<file path="config.mk">
export PLATFORM = sky130hd
export DESIGN_NAME = hazard_control_unit
export DESIGN_NICKNAME = d
export VERILOG_FILES = /design/src/rtl/hazard_control_unit.sv
export SDC_FILE = /design/constraint.sdc
export NUM_CORES = 1
export LEC_CHECK = 0
export ABC_AREA = 1
export CELL_PAD_IN_SITES_DETAIL_PLACEMENT = 1
export CELL_PAD_IN_SITES_GLOBAL_PLACEMENT = 2
export CORE_UTILIZATION = 23
export DETAILED_ROUTE_END_ITERATION = 10
export PLACE_DENSITY = 0.73
export SYNTH_ARGS = -nofsm -noshare
export SYNTH_HDL_FRONTEND = slang
export SYNTH_SLANG_ARGS = --single-unit
</file>
<file path="constraint.sdc">
create_clock -name clk -period 1.77 [get_ports clk]
set_clock_uncertainty 0.1 [all_clocks]
set_input_delay 0.354 -clock clk [delete_from_list [all_inputs] [get_ports clk]]
set_output_delay 0.354 -clock clk [all_outputs]
set_load 0.05 [all_outputs]
</file>
<file path="src/rtl/hazard_control_unit.sv">
// Pipeline hazard/stall/flush controller with run-halt-step FSM
// and saturating stall/flush event counters.
module hazard_control_unit (
  input  logic        clk,
  input  logic        reset,
  input  logic        inMemReadEX,
  input  logic [4:0]  inRegRtEX,
  input  logic [4:0]  inRegRsID,
  input  logic [4:0]  inRegRtID,
  input  logic        inUsesRtID,
  input  logic        inBranchTakenMEM,
  input  logic        inRun,
  input  logic        stepReq,
  input  logic        clrCounters,
  output logic        pcEnable,
  output logic        ifIdEnable,
  output logic        idExEnable,
  output logic        ifIdFlush,
  output logic        idExFlush,
  output logic        exMemFlush,
  output logic        stepAck,
  output logic [15:0] stallCount,
  output logic [15:0] flushCount,
  output logic [1:0]  state
);

  typedef enum logic [1:0] {
    RUN  = 2'b00,
    HALT = 2'b01,
    STEP = 2'b10
  } state_t;

  state_t cur;
  state_t nxt;

  logic rs_hit;
  logic rt_hit;
  logic load_use;
  logic active;
  logic flush_evt;
  logic stall_evt;
  logic idle_evt;

  assign rs_hit = (inRegRtEX == inRegRsID);
  assign rt_hit = inUsesRtID &&
                  (inRegRtEX == inRegRtID);

  assign load_use = inMemReadEX &&
                    (inRegRtEX != 5'd0) &&
                    (rs_hit || rt_hit);

  // Outputs are forced quiet while reset is held.
  assign active = !reset &&
                  ((cur == RUN) || (cur == STEP));

  assign flush_evt = active && inBranchTakenMEM;
  assign stall_evt = active && !inBranchTakenMEM &&
                     load_use;
  assign idle_evt  = active && !inBranchTakenMEM &&
                     !load_use;

  always_comb begin
    pcEnable   = 1'b0;
    ifIdEnable = 1'b0;
    idExEnable = 1'b0;
    ifIdFlush  = 1'b0;
    idExFlush  = 1'b0;
    exMemFlush = 1'b0;
    unique case (1'b1)
      flush_evt: begin
        pcEnable   = 1'b1;
        ifIdEnable = 1'b1;
        idExEnable = 1'b1;
        ifIdFlush  = 1'b1;
        idExFlush  = 1'b1;
        exMemFlush = 1'b1;
      end
      stall_evt: begin
        idExEnable = 1'b1;
        idExFlush  = 1'b1;
      end
      idle_evt: begin
        pcEnable   = 1'b1;
        ifIdEnable = 1'b1;
        idExEnable = 1'b1;
      end
      default: begin
        pcEnable   = 1'b0;
      end
    endcase
  end

  assign stepAck = !reset && (cur == STEP);

  // Run request wins over a step request from HALT.
  always_comb begin
    nxt = cur;
    unique case (cur)
      RUN:  nxt = inRun ? RUN : HALT;
      HALT: begin
        if (inRun)
          nxt = RUN;
        else if (stepReq)
          nxt = STEP;
        else
          nxt = HALT;
      end
      STEP: nxt = inRun ? RUN : HALT;
      default: nxt = RUN;
    endcase
  end

  always_ff @(posedge clk or posedge reset) begin
    if (reset)
      cur <= RUN;
    else
      cur <= nxt;
  end

  always_ff @(posedge clk or posedge reset) begin
    if (reset) begin
      stallCount <= 16'd0;
      flushCount <= 16'd0;
    end else if (clrCounters) begin
      stallCount <= 16'd0;
      flushCount <= 16'd0;
    end else begin
      if (stall_evt && (stallCount != 16'hFFFF))
        stallCount <= stallCount + 16'd1;
      if (flush_evt && (flushCount != 16'hFFFF))
        flushCount <= flushCount + 16'd1;
    end
  end

  assign state = cur;

endmodule

</file>
-- Word-level counts from Yosys, hierarchy flattened
Index checks and enable logic that the tools add are counted.
- add/sub/neg operators: 2
- multipliers: 0
- divide/modulo/power cells: 0
- magnitude comparators: 0
- equality and inequality tests: 6
- shifts and indexed selects: 0
- multiplexer cells: 12
- bitwise operators: 0
- reduce and logical (&&, ||, !) cells: 24
- operators with widths (cell ; number):
    two-way mux 16 bit ; 4
    adder 16 x 1 -> 16 bit (second input constant) ; 2
    inequality test 16 bit (second input constant) ; 2
    logical AND 1 bit ; 11
    == test 5 bit ; 2
    OR reduction 2 bit ; 3
    two-way mux 1 bit ; 5
    nonzero test 5 bit ; 1
    two-way mux 2 bit ; 2
    case mux 2 bit (2 select lines) ; 1
    nonzero test 2 bit ; 2
    zero test 1 bit ; 3
    OR reduction 3 bit ; 1
    == test 2 x 1 -> 1 bit (second input constant) ; 1
    == test 2 bit (second input constant) ; 1
    zero test 2 bit ; 1
    logical OR 1 bit ; 2
- register bits: 34
- latch bits: 0
- bits in writable memories: 0
- memory bits (read-only): 0
- bits of input ports: 23
- output and inout bits: 41
- logic and storage cells: 47
- memories: 0

-- Longest topological paths before layout
- depth after elaboration: 8
- mapped depth: 11
- mapped depth without buffers: 11

-- Worst setup path before layout
No wires, ideal clock.
- kind: register -> output
- start point: reg cur[0] (netlist: state[0])
- end point: out pcEnable
- arrival: 2.501 ns
- required time: 1.316 ns
- slack: -1.185 ns
- cell stages (with the launch flop): 5
- buffers on the path: 1
- cell sequence: dfrtp_1 nor2_2 inv_1 a31oi_1 buf_4
- cells in the longest elaborated chain, start to end: 7
- ends and longest elaborated chain (what ; RTL line ; source):
    start, declared ; 33 ; state_t cur;
    start signal, assigned ; 117 ; cur <= nxt;
    == test 2 bit or zero test 2 bit (tied branches) ; 54 ; ((cur == RUN) || (cur == STEP));
    logical OR 1 bit * ; 54 ;
    logical AND 1 bit * ; 53 ; assign active = !reset &&
    logical AND 1 bit (2 in a row) ; 59 ; assign idle_evt = active && !inBranchTakenMEM &&
    OR reduction 2 bit (no line) * ; - ;
    two-way mux 1 bit * ; - ;
    end, declared ; 15 ; output logic pcEnable,
Every way passes the cells marked *; elsewhere a longest branch is shown, timed or not.

-- Worst setup path in the final report
- start point: in inRegRsID[2]
- end point: out pcEnable
- cells in the longest elaborated chain, start to end: 7
- ends and longest elaborated chain (what ; RTL line ; source):
    start, declared ; 8 ; input logic [4:0] inRegRsID,
    == test 5 bit ; 44 ; assign rs_hit = (inRegRtEX == inRegRsID);
    logical OR 1 bit ; 50 ; (rs_hit || rt_hit);
    logical AND 1 bit ; 49 ; (inRegRtEX != 5'd0) &&
    zero test 1 bit ; 60 ; !load_use;
    logical AND 1 bit ; 59 ;
    OR reduction 2 bit (no line) ; - ;
    two-way mux 1 bit ; 69 ; unique case (1'b1)
Every way passes these cells.

==> out/results.tsv <==
stage	metric	value	unit
place	Placer Congestion	0.761	
worst_setup_path	CP Capture Type	output port	
drt	Detail Route Antenna Nets	0	
grt	antenna violations before repair	0	
drt	wire length per cell	13.2	um
place	Post-Place Cell Area	3850	um^2
timing	worst slew pin tran	0.319	ns
place	DP Wirelength	5980	um
grt	largest net degree at the start of global routing	33	
drt	Remaining DRCs	0	
power_and_ir_drop	Power Total	1.94	mW
timing	max_slew headroom	78.6	%
power_and_ir_drop	pwr dens	471	nW/um^2
floorplanning	Die X	103	um
drt	DRT Wirelength	7960	um
flow_run	Max Cap Viol	0	
worst_setup_path	crit path kind	in2out	
finish	final instance area	4130	um^2
timing	RSZ-0062 raised after global routing	yes	
clock_tree	clk sinks	34	
run_status	status	complete, but fails checks	
run_status	failing checks	setup timing	
floorplanning	I/O pin count	64	
floorplanning	die area	10600	um^2
worst_setup_path	CP Max Fanout	2	
timing	Slew Limit Fails	0	
grt	first-pass GRT wire length	13100	um
synthesis	synthesized area per cell	6.64	um^2
finish	most common cell after layout, fill and taps aside	nand2_1	
grt	GRT overflow	0	
place	port bufs	63	
finish	most frequent cells in the layout	nand2_1 (100), buf_4 (58), inv_1 (41)	
drt	vias per cell	4.31	
finish	layout cell share with drive strength beyond 1	37.7	%
clock_tree	CTS clk-pin slew, worst paths	0.07	ns
timing	Period minus WS final	1.87	ns
power_and_ir_drop	VDD IR max	299	uV
timing	TNS Setup	-0.282	ns
worst_setup_path	CP Launch Type	input port	
drt	wl on met1	3550	um
synthesis	synthesized area	2340	um^2
timing	Hold Violations, Final	0	
drt	Initial DRT Pass Iterations	4	
drt	First DRT Iteration DRCs	33	
worst_setup_path	CP required	1.32	ns
synthesis	Synth Instances	352	
drt	routed wl met2	4170	um
grt	GRT Overall Usage	16.0	%
clock_tree	CTS tree	yes	
finish	fin nets	496	
drt	DR top layer	met4	
power_and_ir_drop	P_leak	1.97	nW
clock_tree	worst skew pair latency	0.29	ns
synthesis	post-synthesis sequential area ratio	36.4	%
drt	met3 routed WL	175	um
timing	# setup viols final	5	
timing	Achievable Freq	535	MHz
floorplanning	Initial Util	23.8	%
floorplanning	core area	9820	um^2
synthesis	synth warn	0	
finish	antenna cell count	0	
clock_tree	clock root cell	clkbuf_8	
synthesis	post-synth cell types	29	
worst_setup_path	Worst EP arrival	1.41	ns
drt	Vias	2609	
floorplanning	Die Y	103	um
timing	period utilization	106	%
timing	final worst slack	-0.0980	ns
floorplanning	Core Rows	36	
worst_hold_path	Worst Hold Class	in2async	
synthesis	Syn Nets	377	
clock_tree	deepest clock path buffer count	2	
synthesis	Synth Register Bits	34	
clock_tree	CTS buffer count	5	
grt	vias in the first global route	2777	
finish	Layout area overhead	76.6	%
clock_tree	# H-tree levels	2	
[cell usage after synthesis]
library cell  count  area (um^2)
nor2_4            1         11.3
nor4_1            1         6.26
a31oi_1           1         6.26
nor2_1           47          176
nand4_1           4         25.0
nor3_4            1         16.3
nand3_1          33          165
ha_1              2         25.0
buf_6             2         22.5
inv_1            50          188
buf_4             2         15.0
nor3b_1           3         22.5
nand4_4           1         21.3
a21oi_1           5         25.0
o21a_1            2         15.0
buf_1             1         3.75
nand2_4           1         11.3
xnor2_1           2         17.5
inv_2             2         7.51
o31ai_1           1         7.51
xor2_1           10         87.6
nor3_1           14         70.1
nand2_1         105          394
dfrtp_1          34          851
nor2_2            4         25.0
o21ai_0          14         70.1
clkbuf_1          4         15.0
nand3_2           1         10.0
nand2_2           4         25.0
[power by group]
group,internal [mW],total [mW],switching [mW]
Clock,0.314,0.647,0.333
Combinational,0.220,0.485,0.265
Sequential,0.794,0.811,0.0172
[metrics by stage]
stage,util (%),setup WS (ns),cells,hold WS [ns]
6_report,42.0,-0.0980,605,0.0418
5_1_grt,42.0,-0.165,605,0.0401
4_1_cts,41.2,-0.144,600,0.0123
3_5_place_dp,39.2,-0.461,583,0.404
3_3_place_gp,39.2,-0.417,583,0.375
2_1_floorplan,-,-0.273,352,0.316
[what timing repair did]
action	4_1_cts	5_1_grt
buffers inserted	9	4
cloned	0	1
pin swaps	14	11
resized for setup	53	36
setup endpoints to repair	23	26
hold buffers	0	0
[worst paths after layout]
| check | start | to | slack [ns] | cells after the start |
|---|---|---|---|---|
| setup / recovery | inRegRsID[2] | pcEnable | -0.1 | 7 |
| hold / removal | reset | state[1] | 0.04 | 2 |
| setup reg to reg | state[0] | flushCount[8] | 0.12 | 9 |
| hold reg to reg | state[1] | state[1] | 0.41 | 1 |
| max in group asynchronous | reset | flushCount[0] | 1.08 | 3 |
| min in group clk | state[1] | state[1] | 0.41 | 1 |
[state kept, by name (all words and copies together) (netlist names)]
register    count
flushCount     16
stallCount     16
state           2
[cells by family (layout without fill, tap and decap cells)]
family                     Yosys count  count (layout)  synth area share [%]
DFF                                 34              34                  36.4
xor gates and xnor gates            12              12                  4.50
adders and majority gates            2               2                  1.07
buffers and inverters               61             181                  10.8
and+or+nand+nor                    220             220                  41.9
AOI/OAI and AO/OA                   23              23                  5.30
[worst max-delay path, cell delays in order]
cell	delay [ns]
dlygate4sd2_1	0.24
xnor2_1	0.13
nand3_1	0.08
nand2_2	0.06
buf_6	0.11
a31oi_4	0.25
buf_12	0.17
[metal layers]
metal	vias up	global-route usage, %
met5	-	0
met2	32	30.5
met3	5	2.31
met4	0	3.58
met1	1232	18.9
li1	1340	-
[area by class of cell]
class,instances,area (um^2)
Clock inverter,2,12.5
Tap cell,133,166
Clock buffer,6,82.6
Fill cell,1234,5690
Multi-Input combinational cell,257,1420
Inverter,52,199
Timing Repair Buffer,121,1390
Sequential cell,34,863
No activity file was read; power rests on OpenSTA's default activity.
